## config.mk

```make
export PLATFORM = sky130hd
export DESIGN_NAME = decode_stage_controller
export DESIGN_NICKNAME = d
export VERILOG_FILES = /design/src/rtl/core_decode_pkg.sv /design/src/rtl/decode_stage_controller_imm_decoder.sv /design/src/rtl/decode_stage_controller.sv
export SDC_FILE = /design/constraint.sdc
export NUM_CORES = 1
export LEC_CHECK = 0
export BUFFER_PORTS_ARGS = -buffer_cell sky130_fd_sc_hd__buf_2
export CORE_MARGIN = 4
export CORE_UTILIZATION = 40
export DETAILED_ROUTE_END_ITERATION = 10
export GPL_ROUTABILITY_DRIVEN = 0
export GPL_TIMING_DRIVEN = 1
export PLACE_DENSITY = 0.65
export SETUP_SLACK_MARGIN = 0.5
export SYNTH_ARGS = -nofsm -noshare
export SYNTH_HDL_FRONTEND = slang
export SYNTH_SLANG_ARGS = --single-unit
```

## constraint.sdc

```tcl
create_clock -name clk -period 13.8 [get_ports clk]
set_input_delay 2.07 -clock clk [delete_from_list [all_inputs] [get_ports clk]]
set_output_delay 2.07 -clock clk [all_outputs]
set_load 0.02 [all_outputs]
```

## src/rtl/core_decode_pkg.sv

```systemverilog
// Shared decode-stage definitions: RV64 opcodes, immediate-type codes and
// the encoding of the two-entry decode/execute skid buffer.
package core_decode_pkg;

  // Major opcodes (instruction bits [6:0]) recognised by the decode stage
  localparam logic [6:0] OPC_LOAD      = 7'b0000011;
  localparam logic [6:0] OPC_MISC_MEM  = 7'b0001111;
  localparam logic [6:0] OPC_OP_IMM    = 7'b0010011;
  localparam logic [6:0] OPC_AUIPC     = 7'b0010111;
  localparam logic [6:0] OPC_OP_IMM_32 = 7'b0011011;
  localparam logic [6:0] OPC_STORE     = 7'b0100011;
  localparam logic [6:0] OPC_OP        = 7'b0110011;
  localparam logic [6:0] OPC_LUI       = 7'b0110111;
  localparam logic [6:0] OPC_OP_32     = 7'b0111011;
  localparam logic [6:0] OPC_BRANCH    = 7'b1100011;
  localparam logic [6:0] OPC_JALR      = 7'b1100111;
  localparam logic [6:0] OPC_JAL       = 7'b1101111;
  localparam logic [6:0] OPC_SYSTEM    = 7'b1110011;

  // Immediate format selector shared by the classifier and ImmediateDecoder
  typedef logic [2:0] imm_type_t;

  localparam imm_type_t IMM_I    = 3'b000;
  localparam imm_type_t IMM_S    = 3'b001;
  localparam imm_type_t IMM_B    = 3'b010;
  localparam imm_type_t IMM_U    = 3'b011;
  localparam imm_type_t IMM_J    = 3'b100;
  localparam imm_type_t IMM_NONE = 3'b111;

  // Occupancy of the skid buffer facing execute
  typedef enum logic [1:0] {
    EMPTY = 2'd0,
    ONE   = 2'd1,
    TWO   = 2'd2
  } buf_state_e;

endpackage : core_decode_pkg

```

## src/rtl/decode_stage_controller_imm_decoder.sv

```systemverilog
// ImmediateDecoder: pure combinational extraction of the sign-extended
// immediate from instruction bits [31:7] for a given immediate format.
module ImmediateDecoder
  import core_decode_pkg::*;
#(
  parameter int XLEN = 64
) (
  input  logic [31:7]     inst_i,
  input  imm_type_t       imm_type_i,
  output logic [XLEN-1:0] imm_o
);

  logic [31:0] imm32;

  // Reassemble the scattered immediate bits into a 32-bit signed value
  always_comb begin
    // NOTE: default first so every path assigns imm32 and no latch is inferred;
    // unknown formats also yield 0 rather than X.
    imm32 = '0;
    case (imm_type_i)
      IMM_I: imm32 = {{20{inst_i[31]}}, inst_i[31:20]};
      IMM_S: imm32 = {{20{inst_i[31]}}, inst_i[31:25], inst_i[11:7]};
      IMM_B: imm32 = {{19{inst_i[31]}}, inst_i[31], inst_i[7],
                      inst_i[30:25], inst_i[11:8], 1'b0};
      IMM_U: imm32 = {inst_i[31:12], 12'b0};
      IMM_J: imm32 = {{11{inst_i[31]}}, inst_i[31], inst_i[19:12],
                      inst_i[20], inst_i[30:21], 1'b0};
      default: imm32 = '0;
    endcase
  end

  assign imm_o = {{(XLEN-32){imm32[31]}}, imm32};

endmodule : ImmediateDecoder

```

## src/rtl/decode_stage_controller.sv

```systemverilog
// Decode stage sequencer: accepts fetched instructions, classifies the
// opcode, decodes the immediate and queues results in a two-entry skid
// buffer towards execute. Also tracks downstream stall cycles.
module decode_stage_controller
  import core_decode_pkg::*;
#(
  parameter int XLEN        = 64,
  parameter int STALL_CNT_W = 32
) (
  input  logic                   clk,
  input  logic                   rst,
  // Fetch side
  input  logic                   fetchValid,
  output logic                   fetchReady,
  input  logic [31:0]            fetchInst,
  input  logic [XLEN-1:0]        fetchPc,
  // Branch flush
  input  logic                   flush,
  // Execute side
  output logic                   exValid,
  input  logic                   exReady,
  output logic [XLEN-1:0]        exPc,
  output logic [31:0]            exInst,
  output logic [2:0]             exImmType,
  output logic [XLEN-1:0]        exImm,
  output logic [4:0]             exRs1,
  output logic [4:0]             exRs2,
  output logic [4:0]             exRd,
  output logic                   exIllegal,
  output logic [STALL_CNT_W-1:0] stallCount
);

  // One decoded instruction as held in the buffer
  typedef struct packed {
    logic [XLEN-1:0] pc;
    logic [31:0]     inst;
    imm_type_t       imm_type;
    logic [XLEN-1:0] imm;
    logic [4:0]      rs1;
    logic [4:0]      rs2;
    logic [4:0]      rd;
    logic            illegal;
  } entry_t;

  buf_state_e             state_q, state_d;
  entry_t                 head_q, head_d;
  entry_t                 skid_q, skid_d;
  logic                   fetch_ready_q, fetch_ready_d;
  logic [STALL_CNT_W-1:0] stall_q, stall_d;

  imm_type_t       cls_imm_type;
  logic            cls_illegal;
  logic [XLEN-1:0] dec_imm;
  entry_t          new_entry;

  logic accept;
  logic retire;

  // Handshakes; a flush suppresses any same-cycle accept
  assign exValid = (state_q != EMPTY);
  assign accept  = fetchValid & fetch_ready_q & ~flush;
  assign retire  = exValid & exReady;

  // Classify the incoming opcode into an immediate format
  always_comb begin
    cls_imm_type = IMM_NONE;
    cls_illegal  = 1'b0;
    case (fetchInst[6:0])
      OPC_LOAD, OPC_OP_IMM, OPC_OP_IMM_32,
      OPC_JALR, OPC_SYSTEM, OPC_MISC_MEM: cls_imm_type = IMM_I;
      OPC_STORE:                          cls_imm_type = IMM_S;
      OPC_BRANCH:                         cls_imm_type = IMM_B;
      OPC_LUI, OPC_AUIPC:                 cls_imm_type = IMM_U;
      OPC_JAL:                            cls_imm_type = IMM_J;
      OPC_OP, OPC_OP_32:                  cls_imm_type = IMM_NONE;
      default: begin
        cls_imm_type = IMM_NONE;
        cls_illegal  = 1'b1;
      end
    endcase
  end

  ImmediateDecoder #(
    .XLEN(XLEN)
  ) u_imm_decoder (
    .inst_i    (fetchInst[31:7]),
    .imm_type_i(cls_imm_type),
    .imm_o     (dec_imm)
  );

  // Assemble the entry that an accept would write into the buffer
  always_comb begin
    new_entry          = '0;
    new_entry.pc       = fetchPc;
    new_entry.inst     = fetchInst;
    new_entry.imm_type = cls_imm_type;
    new_entry.imm      = (cls_imm_type == IMM_NONE) ? '0 : dec_imm;
    new_entry.rs1      = fetchInst[19:15];
    new_entry.rs2      = fetchInst[24:20];
    new_entry.rd       = fetchInst[11:7];
    new_entry.illegal  = cls_illegal;
  end

  // Buffer occupancy next-state and entry movement
  always_comb begin
    state_d = state_q;
    head_d  = head_q;
    skid_d  = skid_q;
    case (state_q)
      EMPTY: begin
        if (accept) begin
          state_d = ONE;
          head_d  = new_entry;
        end
      end
      ONE: begin
        if (accept && retire) begin
          head_d = new_entry;
        end else if (accept) begin
          state_d = TWO;
          skid_d  = new_entry;
        end else if (retire) begin
          state_d = EMPTY;
        end
      end
      TWO: begin
        if (retire) begin
          state_d = ONE;
          head_d  = skid_q;
        end
      end
      default: state_d = EMPTY;
    endcase
    if (flush) begin
      state_d = EMPTY;
    end
  end

  // Registered fetch-ready breaks any combinational path from exReady
  assign fetch_ready_d = (state_d != TWO);

  // Saturating stall-cycle counter; deliberately untouched by flush
  always_comb begin
    stall_d = stall_q;
    if (exValid && !exReady && !(&stall_q)) begin
      stall_d = stall_q + STALL_CNT_W'(1);
    end
  end

  // State, buffer and counter registers
  always_ff @(posedge clk or posedge rst) begin
    if (rst) begin
      state_q       <= EMPTY;
      fetch_ready_q <= 1'b1;
      // NOTE: buffer entries are reset because they drive ex* directly and
      // those outputs must read 0 out of reset.
      head_q        <= '0;
      skid_q        <= '0;
      stall_q       <= '0;
    end else begin
      // NOTE: non-blocking so every register samples the pre-edge values.
      state_q       <= state_d;
      fetch_ready_q <= fetch_ready_d;
      head_q        <= head_d;
      skid_q        <= skid_d;
      stall_q       <= stall_d;
    end
  end

  assign fetchReady = fetch_ready_q;
  assign exPc       = head_q.pc;
  assign exInst     = head_q.inst;
  assign exImmType  = head_q.imm_type;
  assign exImm      = head_q.imm;
  assign exRs1      = head_q.rs1;
  assign exRs2      = head_q.rs2;
  assign exRd       = head_q.rd;
  assign exIllegal  = head_q.illegal;
  assign stallCount = stall_q;

endmodule : decode_stage_controller

```

# == Word-level counts from Yosys, hierarchy flattened ==
# Cells that the tools add are included.
# word_totals
regBits,393
in_bits,101
out_inout_bits,213
word_cells,79
# op_classes
addsub,1
eq_ne,24
mux,15
bitwise_logic,5
n_reduce_logical,15
# op_table
operator,count
179-bit two-way mux,3
179-bit one-hot mux with 3 select lines,1
32-bit one-hot mux with 5 select lines,1
64-bit two-way mux,1
"32-bit by 1-bit adder with 32-bit output, second input constant",1
32-bit AND reduction,1
"7-bit by 6-bit equality test with 1-bit output, second input constant",4
"7-bit equality test, second input constant",4
"7-bit by 5-bit equality test with 1-bit output, second input constant",3
3-bit one-hot mux with 5 select lines,1
13-bit OR reduction,1
2-bit two-way mux,6
"2-bit != test, second input constant",4
"7-bit by 2-bit equality test with 1-bit output, second input constant",1
"7-bit by 4-bit equality test with 1-bit output, second input constant",1
"3-bit by 2-bit equality test with 1-bit output, second input constant",2
"3-bit equality test, second input constant",2
2-bit one-hot mux with 3 select lines,1
6-bit OR reduction,1
4-bit AND reduction,1
1-bit bitwise AND,3
"3-bit by 1-bit equality test with 1-bit output, second input constant",1
1-bit logical AND,3
3-bit logical NOT,1
10 further kinds,12

# == Longest topological paths before layout ==
# Gate-level depths: netlist of the first run.
# logic_depth
word_depth,8
ltp_mapped,9
ltp_nobuf,6

# == By module ==
# Synthesis of the first run repeated with hierarchy kept, for this count alone.
# unflattened
hier_cells,1534
hier_area_um2,16079.2
# by_module_without_submodules
mod,instances,cells_each,area_each_um2
decode_stage_controller,1,1408,15298.4
ImmediateDecoder,1,126,780.7

# == Least setup slack after synthesis of the first run ==
# No wires, ideal clock.
# synth_path
path_kind,input -> register
startpoint,input port exReady
endpoint,register head_q (netlist bit exInst[11])
setup_ns,0.130
arrival_time_ns,3.381
required_ns,13.670
path_slack_ns,10.289
cell_stages,8
cell_sequence,buf_2 > nand2b_1 > nor3b_4 > a21o_1 > buf_4 > buf_2 > buf_2 > a31oi_1
# synth_via
elab_chain_cells,4
# synth_rtl
item,line,source
start: declaration,decode_stage_controller.sv:21,"input logic exReady,"
1-bit bitwise AND *,decode_stage_controller.sv:62,assign retire = exValid & exReady;
1-bit logical AND,decode_stage_controller.sv:117,if (accept && retire) begin
2-bit != test (no line),n/a,
4-bit AND reduction (no line) *,n/a,
end signal: assignment,decode_stage_controller.sv:157,head_q <= '0;
end signal: assignment,decode_stage_controller.sv:164,head_q <= head_d;
end: declaration,decode_stage_controller.sv:46,"entry_t head_q, head_d;"
# Every way passes the cells marked *; elsewhere a longest branch is shown, timed or not.
# A chain may end at the register's enable or synchronous reset.

# == Worst setup path after layout of the first run ==
# layout_path
startpoint,input port exReady
endpoint,register head_q (netlist bit exImm[12])
# Same word-level chain as after synthesis.

==> results.md, run 1 <==
- Starting Density: 40.7%
- Sort of element at the end of the critical path: register
- Post-route insts no fill: 2197
- Maximum count of clock buffers along a single path: 3
- Hold Violations, Final: 0
- Final total power: 2.62 mW
- Via-per-instance ratio: 5.09
- Number of instances in the synthesized netlist: 1517
- Number of DRC violations after detailed routing: 0
- Number of flops mapped to enable cells by yosys: 0
- Worst vdd rail ir drop: 0.0822 mV
- Number of inserted diodes: 0
- Sum of net half-perimeters after detailed placement: 23000 µm
- Clock network power share: 34.2%
- Floorplan die width: 190 µm
- Min Clock Period, post-route: 4.70 ns
- Antenna violations before repair: 0
- Clk Tree Root Cell: clkbuf_16
- Count of input and output buffers: 313
- Filler cell count: 3165
- Post-synth cell types: 52
- Synth warnings: 0
- Pins Over Slew Limit: 0
- Crit Path Max Fanout: 98
- Sequential power share: 44.8%
- Area of the placeable core: 32700 µm²
- Total CTS buffers: 35
- Tot GR Track Use: 19.6%
- Leakage power: 7.79 nW
- Leading cell type by number of instances after synthesis: nand2_1
- Global-route wire length before repair: 58600 µm
- Final Skew: 0.0163 ns
- Count of buffers added by post-CTS timing repair for setup: 0
- Post-Route WL: 36100 µm
- Number of global-route vias before repair: 11000
- Resized Gates After CTS: 0
- Slew headroom: 17.8%
- Placed Cells incl. Taps: 2136
- Iteration count of the initial detailed-routing pass: 5
- Via count: 11200
- Total number of clock tree sinks: 299
- Post-synth top area cell: dfrtp_1
- ANT nets after route: 0
- Critical path required time: 14.20 ns
- Mapped Avg Cell Area: 8.78 µm²
- Count of final setup violators: 0
- Critical Setup Path Class: in -> reg
- Class of the tightest hold or removal check: reg -> reg
- Netlist area before placement: 13300 µm²
- Data arrival time of the worst path: 5.09 ns
- Reg area: 7480 µm²
- Largest cells by area after synthesis: dfrtp_1 56%, nand2_1 15%, a31oi_1 5.4%, nor2_1 4.5%, buf_4 3.0%
- Worst Setup Start Kind: primary input
- Share of layout cells above drive strength 1: 22.3%
- TritonCTS clock tree: yes
- Slack of the worst reg-to-reg path: 10.14 ns
- Final nets: 1833
- CTS Hold Bufs: 0
- Level count of the clock H-tree: 2
- Async set or reset register ratio after synthesis: 100%
- Overflow after GRT: 0
- Final worst path period share: 34.0%
- Transition time at the pin with the least slew margin: 1.23 ns
- Cell types with the highest counts after synthesis: 548 x nand2_1, 298 x dfrtp_1, 161 x nor2_1
- Area growth from synthesis to final layout: 19.3%
- Total internal power: 1.79 mW
- Post-place setup slack: 8.50 ns
- Number of top-level pins: 314
- Die footprint: 36300 µm²
- RSZ-0062 raised after global routing: no
- Wire length per cell: 16.4 µm
- Worst setup slack after layout: 9.10 ns
- Largest net degree at the start of global routing: 161
- Total power per unit cell area: 165 nW/µm²
- Run status: finished, final reports clean
- Most common flop cell mapped by yosys: dfrtp_1
- Skew-Pair Late Insertion Delay: 0.50 ns
- Number of flip-flops and latches in the synthesized netlist: 299
- Area fraction of the dominant cell type after synthesis: 56.0%
- Number of max-cap violations: 0
- Total area of multi-input combinational cells: 5060 µm²
- Standard-cell rows: 66
- Syn nets: 1619
- Die height: 190 µm
- Fraction of power spent switching nets: 31.9%
- First-iteration detailed-routing DRC count: 795
- Sw Pwr: 836 µW
- Comb pwr share: 21.1%
- Hold slack final: 0.470 ns
- Setup total negative slack: 0 ns
- Clock slew seen by the registers of the worst setup and hold paths: 0.06 ns
- Sequential element share of the synthesized area: 56.2%
- Highest attainable clock frequency: 0.213 GHz
-- logic make-up after synthesis --
logic type,synth area share (%)
compound gates,10.3
xor+xnor,1.91
fa+ha+maj,0.0939
buf+inv,6.11
flops,56.2
mux,0.319
simple gates,25.1
-- sequential cells by signal, summed over array words and instances, names as in the netlist --
signal      cells
exIllegal       1
exInst         32
exPc           64
skid_q        132
stallCount     32
state_q         2
exImmType       3
fetchReady      1
exImm          32
-- worst max-delay path: stages --
cell and delay, ns:
buf_2 0.17, nand2b_1 0.21, nor3b_4 0.84, a21o_4 0.52
buf_4 0.87, nor2_1 0.08, a311oi_1 0.26
-- layer usage --
layer  GRT usage, %  vias up  share of wire, %
met3           4.45       52               7.4
li1               -     5405                 -
met1           27.0     5375                44
met2           31.5      357                46
met5              0        -                 0
met4           5.30        0               2.3
-- stage by stage --
step | util (%) | instance area [µm²]
floorplan | - | 13300
finish | 48.6 | 15900
global route | 48.6 | 15900
detailed placement | 45.2 | 14800
global placement | 45.2 | 14800
CTS | 48.6 | 15900
-- area by class of cell --
type,count,area share [%]
multi-input combinational,1066,31.9
clock buffer,48,6.15
timing repair buffer,321,10.3
inverter,8,0.236
sequential,299,47.1
clock inverter,13,0.843
tap,442,3.48
-- placed cells by master (no fill, tap or decap), types with 2 or more instances in the layout --
cell type   synthesis  routed
nor4_1              4       4
nand2_1           548     548
a21oi_1            27      27
o21ai_1             2       2
a211o_1             2       2
bufinv_16           0       2
buf_4              54       7
a22oi_1             5       5
clkinv_4            0       3
buf_2              32     313
and3b_1             2       2
nand4_1            11      11
mux2_2              2       2
o21ai_0            27      27
and3_1              8       8
nand2b_1            7       6
xor2_1              9       9
and2_1              4       4
clkbuf_16           0      37
nor3_2              0       2
clkinv_2            0       5
a311oi_1            9       9
a31oi_1           114     114
clkinvlp_4          0       3
nor2b_1             4       3
dfrtp_1           298     298
nor4_4              2       2
o21bai_1            2       2
inv_1               8       7
nor2_1            161     161
clkbuf_1           55      10
nor3_1             31      29
or2_2               2       2
a211oi_1           19      19
xnor2_1            20      20
mux2i_1             2       2
nand3_1            21      21
-- final timing paths --
path | to | start | depth (start not counted)
worst max-delay path | exImm[12] | exReady | 7
worst min-delay path | skid_q[143] | skid_q[143] | 2
worst max register to register | exImm[12] | state_q[1] | 6
worst min register to register | skid_q[143] | skid_q[143] | 2
max in group asynchronous | exInst[26] | rst | 3
min in group asynchronous | skid_q[126] | rst | 2
-- power groups by stage --
stage	Clock, mW	Sequential [mW]	Combinational (mW)
after floorplan	0	1.27	0.299
after global placement	0	1.18	0.550
after detailed placement	0	1.19	0.561
after CTS	0.925	1.18	0.562
after global routing	0.958	1.20	0.616
final	0.897	1.17	0.553
(Power assumes the default switching activity.)
==> run 2, diff against run 1 <==
==> constraint.sdc (replaced) <==
create_clock -name clk -period 4.7 [get_ports clk]
set_input_delay 0.705 -clock clk [delete_from_list [all_inputs] [get_ports clk]]
set_output_delay 0.705 -clock clk [all_outputs]
set_load 0.02 [all_outputs]
==> results.md, run 2 (synthesis gave the netlist of run 1 again) <==
- Run status: finished, final reports clean (unchanged)
- Total number of clock tree sinks: 299 (unchanged)
- First-iteration detailed-routing DRC count: 707 (was 795)
- Post-Route WL: 36100 µm (about the same)
- Comb pwr share: 20.9% (was 21.1%)
- Post-route insts no fill: 2202 (was 2197)
- Commonest non-fill, non-tap cell in the layout: nand2_1 (unchanged)
- Placed Cells incl. Taps: 2140 (was 2136)
- RSZ-0062 raised after global routing: no (unchanged)
- Total internal power: 5.33 mW (was 1.79 mW)
- Final std cell area, no fill: 16000 µm² (was 15900 µm²)
- TritonCTS clock tree: yes (unchanged)
- Iteration count of the initial detailed-routing pass: 5 (unchanged)
- Fraction of power spent switching nets: 31.7% (was 31.9%)
- Sort of element at the end of the critical path: register (unchanged)
- Launching point of the worst reg2reg path: state_q[1] (unchanged)
- Class of the tightest hold or removal check: in -> async (was reg -> reg)
- Crit Path Max Fanout: 69 (was 98)
- Tot GR Track Use: 19.5% (was 19.6%)
- Wire length per cell: 16.4 µm (about the same)
- Resized Gates After CTS: 0 (unchanged)
- Min Clock Period, post-route: 2.90 ns
- Final nets: 1837 (was 1833)
- Leakage power: 7.84 nW (was 7.79 nW)
- Slack of the worst reg-to-reg path: 1.80 ns (was 10.14 ns)
- Sum of net half-perimeters after detailed placement: 23000 µm (about the same)
- Largest reg by FF count: skid_q (unchanged)
- Floorplan die width: 190 µm (unchanged)
- Final Skew: 0.0167 ns (was 0.0163 ns)
- Highest attainable clock frequency: 0.345 GHz
- Hold Violations, Final: 0 (unchanged)
- Maximum count of clock buffers along a single path: 3 (unchanged)
- Total CTS buffers: 35 (unchanged)
- Via-per-instance ratio: 5.09 (about the same)
- Worst vdd rail ir drop: 0.226 mV (was 0.0822 mV)
- Critical Setup Path Class: reg -> reg (was in -> reg)
- Area growth from synthesis to final layout: 20.0% (was 19.3%)
- Global-route wire length before repair: 58000 µm (was 58600 µm)
- Hold slack final: 0.392 ns (was 0.470 ns)
- CTS Hold Bufs: 0 (unchanged)
- Total power per unit cell area: 489 nW/µm² (was 165 nW/µm²)
- Count of input and output buffers: 313 (unchanged)
- Overflow after GRT: 0 (unchanged)
- Slew headroom: 16.3% (was 17.8%)
- Final worst path period share: 61.7%
- Final total power: 7.81 mW (was 2.62 mW)
- Pins Over Slew Limit: 0 (unchanged)
- Register-to-Register Path Depth: 7 (was 6)
- Area of the placeable core: 32700 µm² (unchanged)
- Sequential power share: 44.2% (was 44.8%)
- Standard-cell rows: 66 (unchanged)
- Count of buffers added by post-CTS timing repair for setup: 0 (unchanged)
- Antenna violations before repair: 1 (was 0)
- Starting Density: 40.7% (unchanged)
- Via count: 11200 (about the same)
- Data arrival time of the worst path: 3.32 ns (was 5.09 ns)
- Sw Pwr: 2.47 mW (was 836 µW)
- Transition time at the pin with the least slew margin: 1.25 ns (was 1.23 ns)
- Die height: 190 µm (unchanged)
- Share of layout cells above drive strength 1: 22.8% (was 22.3%)
- Commonest cells after routing, fill and taps aside: 548 x nand2_1, 313 x buf_2, 298 x dfrtp_1 (unchanged)
- Clk Tree Root Cell: clkbuf_16 (unchanged)
- Number of max-cap violations: 0 (unchanged)
- Clock network power share: 34.9% (was 34.2%)
- Die footprint: 36300 µm² (unchanged)
- ANT nets after route: 0 (unchanged)
- Number of top-level pins: 314 (unchanged)
- Critical path required time: 5.12 ns (was 14.20 ns)
- Level count of the clock H-tree: 2 (unchanged)
- Setup total negative slack: 0 ns (unchanged)
- Largest net degree at the start of global routing: 168 (was 161)
- Skew-Pair Late Insertion Delay: 0.52 ns (was 0.50 ns)
- Crit Reg-Reg Endpoint: exPc[48] (was exImm[12])
- Worst Setup Start Kind: register (was primary input)
- Number of global-route vias before repair: 10800 (was 11000)
- Number of DRC violations after detailed routing: 0 (unchanged)
- Clock slew seen by the registers of the worst setup and hold paths: 0.06 ns (about the same)
- Area post-placement: 14800 µm² (about the same)
- Flip-flop count of the largest register after layout: 132 (unchanged)
- Count of final setup violators: 0 (unchanged)
==> run 2: metrics by stage <==
step                util, %  setup slack [ns]
floorplan                 -            0.0227
global placement       45.3              1.61
detailed placement     45.3              1.56
CTS                    48.8              1.75
global route           48.8              1.51
finish                 48.8              1.80
==> run 2: power by group through the flow <==
| stage | clock network (mW) | registers [mW] | logic (mW) |
|---|---|---|---|
| 4_1_cts | 2.80 | 3.45 | 1.66 |
| 3_5_place_dp | 0 | 3.49 | 1.66 |
| 5_1_grt | 2.90 | 3.52 | 1.82 |
| 3_3_place_gp | 0 | 3.48 | 1.62 |
| 2_1_floorplan | 0 | 3.74 | 0.879 |
| 6_report | 2.72 | 3.45 | 1.63 |
==> run 2: layer usage <==
metal / share of wire, % / global-route usage (%)
met1: 45 / 27.0
met4: 2.3 / 5.11
met2: 46 / 31.3
met3: 6.8 / 4.34
met5: 0 / 0
==> run 2: how the worst max path moves through the flow <==
stage,from,endpoint
after floorplan,rst,exIllegal
after global placement,exReady,exPc[26]
after detailed placement,exReady,exPc[13]
after CTS,state_q[1],exPc[13]
after global routing,state_q[1],exPc[14]
final,state_q[1],exPc[48]
==> run 2: worst max-delay path: stages (launching register included) <==
cell,delay (ns)
dfrtp_1,0.55
nand3b_1,0.34
nor3b_4,0.20
buf_4,0.30
a21o_4,0.58
buf_4,0.52
nor2_1,0.09
a31oi_1,0.15
==> run 2: layout make-up <==
| type | count | area [µm²] |
|---|---|---|
| Fill cell | 3192 | 16700 |
| Sequential cell | 299 | 7480 |
| Multi-Input combinational cell | 1066 | 5060 |
| Timing Repair Buffer | 325 | 1680 |
| Clock buffer | 47 | 991 |
| Tap cell | 442 | 553 |
| Clock inverter | 14 | 164 |
| Inverter | 8 | 33.8 |
| Antenna cell | 1 | 2.50 |
==> run 3, diff against run 2 <==
==> constraint.sdc (replaced) <==
create_clock -name clk -period 2.7 [get_ports clk]
set_input_delay 0.405 -clock clk [delete_from_list [all_inputs] [get_ports clk]]
set_output_delay 0.405 -clock clk [all_outputs]
set_load 0.02 [all_outputs]
==> results.md, run 3 (synthesis gave the netlist of run 1 again) <==
- Starting Density: 40.7% (unchanged)
- Critical path required time: 3.09 ns (was 5.12 ns)
- Comb pwr share: 21.4% (was 20.9%)
- Worst setup path endpoint: skid_q[137] (was exPc[48])
- Crit Reg-Reg Endpoint: skid_q[137] (was exPc[48])
- Hold slack final: 0.0936 ns (was 0.392 ns)
- Slew headroom: 53.4% (was 16.3%)
- Area growth from synthesis to final layout: 21.7% (was 20.0%)
- Number of global-route vias before repair: 10700 (was 10800)
- Wire length per cell: 16.5 µm (was 16.4 µm)
- Share of layout cells above drive strength 1: 23.4% (was 22.8%)
- Data arrival time of the worst path: 2.41 ns (was 3.32 ns)
- Largest reg by FF count: skid_q (unchanged)
- Hold Violations, Final: 0 (unchanged)
- Buf+Inv Stages, Crit Path: 1 (was 2)
- Class of the tightest hold or removal check: in -> reg (was in -> async)
- Number of max-cap violations: 0 (unchanged)
- Count of final setup violators: 0 (unchanged)
- Clk Tree Root Cell: clkbuf_16 (unchanged)
- Fraction of power spent switching nets: 31.7% (about the same)
- Worst Setup SP: fetchReady (was state_q[1])
- Floorplan die width: 190 µm (unchanged)
- Area of the placeable core: 32700 µm² (unchanged)
- Post-route insts no fill: 2219 (was 2202)
- Flip-flop count of the largest register after layout: 132 (unchanged)
- Via-per-instance ratio: 5.09 (about the same)
- First-iteration detailed-routing DRC count: 861 (was 707)
- Total number of clock tree sinks: 299 (unchanged)
- Run status: finished, final reports clean (unchanged)
- Final Skew: 0.0151 ns (was 0.0167 ns)
- Cell with the largest stage delay on the worst path: or3_4 (was a21o_4)
- Delay of the slowest cell on the worst path: 0.57 ns (was 0.58 ns)
- RSZ-0062 raised after global routing: no (unchanged)
- Critical Setup Path Class: reg -> reg (unchanged)
- Die height: 190 µm (unchanged)
- Iteration count of the initial detailed-routing pass: 5 (unchanged)
- Number of DRC violations after detailed routing: 0 (unchanged)
- Worst path most repeated cell: nand2_1 (was buf_4)
- Pins Over Slew Limit: 0 (unchanged)
- Clock network power share: 34.4% (was 34.9%)
- Sw Pwr: 4.29 mW (was 2.47 mW)
- Min Clock Period, post-route: 2.02 ns (was 2.90 ns)
- Post-Route WL: 36600 µm (was 36100 µm)
- Maximum count of clock buffers along a single path: 3 (unchanged)
- Slack of the worst reg-to-reg path: 0.68 ns (was 1.80 ns)
- Register-to-Register Path Depth: 5 (was 7)
- Total CTS buffers: 35 (unchanged)
- Worst vdd rail ir drop: 0.385 mV (was 0.226 mV)
- Depth of the critical timing path with buffers and inverters included: 5 (was 7)
- Final total power: 13.5 mW (was 7.81 mW)
- Tot GR Track Use: 19.7% (was 19.5%)
- Post-place setup slack: 0.466 ns (was 1.56 ns)
- Leakage power: 7.95 nW (was 7.84 nW)
- Count of input and output buffers: 313 (unchanged)
- Sequential power share: 44.3% (was 44.2%)
- Crit Path Max Fanout: 64 (was 69)
- Antenna violations before repair: 1 (unchanged)
- Total power per unit cell area: 836 nW/µm² (was 489 nW/µm²)
- Commonest cells after routing, fill and taps aside: 548 x nand2_1, 313 x buf_2, 298 x dfrtp_1 (unchanged)
- Clock slew seen by the registers of the worst setup and hold paths: 0.06 ns (about the same)
- List of cells traversed by the critical path: nand3b_1 -> or3_4 -> buf_6 -> nand2_1 -> nand2_1 (was nand3b_1 -> nor3b_4 -> buf_4 -> a21o_4 -> buf_4 -> nor2_1 -> a31oi_1)
- Die footprint: 36300 µm² (unchanged)
- Via count: 11300 (was 11200)
- Commonest non-fill, non-tap cell in the layout: nand2_1 (unchanged)
- Overflow after GRT: 0 (unchanged)
- Highest attainable clock frequency: 0.495 GHz (was 0.345 GHz)
- Worst setup slack after layout: 0.682 ns (was 1.80 ns)
- Transition time at the pin with the least slew margin: 0.698 ns (was 1.25 ns)
- TritonCTS clock tree: yes (unchanged)
- Total internal power: 9.26 mW (was 5.33 mW)
- Number of top-level pins: 314 (unchanged)
- Global-route wire length before repair: 58600 µm (was 58000 µm)
- Largest net degree at the start of global routing: 112 (was 168)
- Worst Setup Start Kind: register (unchanged)
- Final worst path period share: 74.7% (was 61.7%)
- Count of buffers added by post-CTS timing repair for setup: 0 (unchanged)
- Skew-Pair Late Insertion Delay: 0.52 ns (about the same)
- Cell type group with the largest total delay on the critical path: simple AND/OR/NAND/NOR gates (was buffers and inverters)
- ANT nets after route: 0 (unchanged)
- Sort of element at the end of the critical path: register (unchanged)
- Launching point of the worst reg2reg path: fetchReady (was state_q[1])
- Placed Cells incl. Taps: 2156 (was 2140)
- Filler cell count: 3148 (was 3192)
- Sum of net half-perimeters after detailed placement: 24300 µm (was 23000 µm)
- Final nets: 1854 (was 1837)
- Standard-cell rows: 66 (unchanged)
- Level count of the clock H-tree: 2 (unchanged)
==> run 3: what timing repair did <==
item	4_1_cts	5_1_grt
hold buffers	1	0
resized for setup	0	4
setup endpoints to repair	0	13
endpoints found under the hold margin	1	0
==> run 3: worst min-delay path by stage <==
stage | startpoint | endpoint | cells after the start
floorplan | skid_q[21] | skid_q[21] | 2
global placement | rst | skid_q[140] | 2
detailed placement | rst | skid_q[140] | 2
CTS | fetchPc[2] | skid_q[117] | 3
global route | fetchPc[36] | skid_q[151] | 3
finish | fetchPc[2] | skid_q[117] | 3
==> run 3: area by class of cell <==
type | instances | area (µm²) | area share [%]
Tap cell | 442 | 553 | 3.41
Sequential cell | 299 | 7480 | 46.2
Antenna cell | 1 | 2.50 | 0.0154
Clock buffer | 50 | 1010 | 6.25
Inverter | 8 | 33.8 | 0.208
Clock inverter | 11 | 126 | 0.780
Multi-Input combinational cell | 1066 | 5080 | 31.3
Timing Repair Buffer | 342 | 1920 | 11.8
==> run 3: through the flow <==
stage	area [µm²]	utilization (%)	TNS (ns)
6_report	16200	49.6	0
5_1_grt	16200	49.6	0
4_1_cts	16200	49.5	0
3_5_place_dp	15000	46.0	0
3_3_place_gp	15000	46.0	0
2_1_floorplan	13300	-	-500.43
==> run 3: power by group through the flow <==
stage	combinational (mW)	sequential (mW)	clock [mW]
final	2.89	6.00	4.65
after global routing	3.20	6.13	5.01
after CTS	2.93	6.00	4.78
after detailed placement	2.92	6.07	0
after global placement	2.87	6.03	0
after floorplan	1.53	6.51	0
==> run 3: tightest hold or removal path, delay by kind of cell <==
family                 cells  cell delay [ns]
and+or+nand+nor            2             0.08
buffers and inverters      1             0.09
==> run 3: routing by layer <==
layer	vias up	global-route usage (%)	part of all wire, %
met5	-	0	0
met2	325	31.2	46
li1	5465	-	-
met3	50	4.45	6.8
met4	0	4.86	2.0
met1	5446	27.8	45
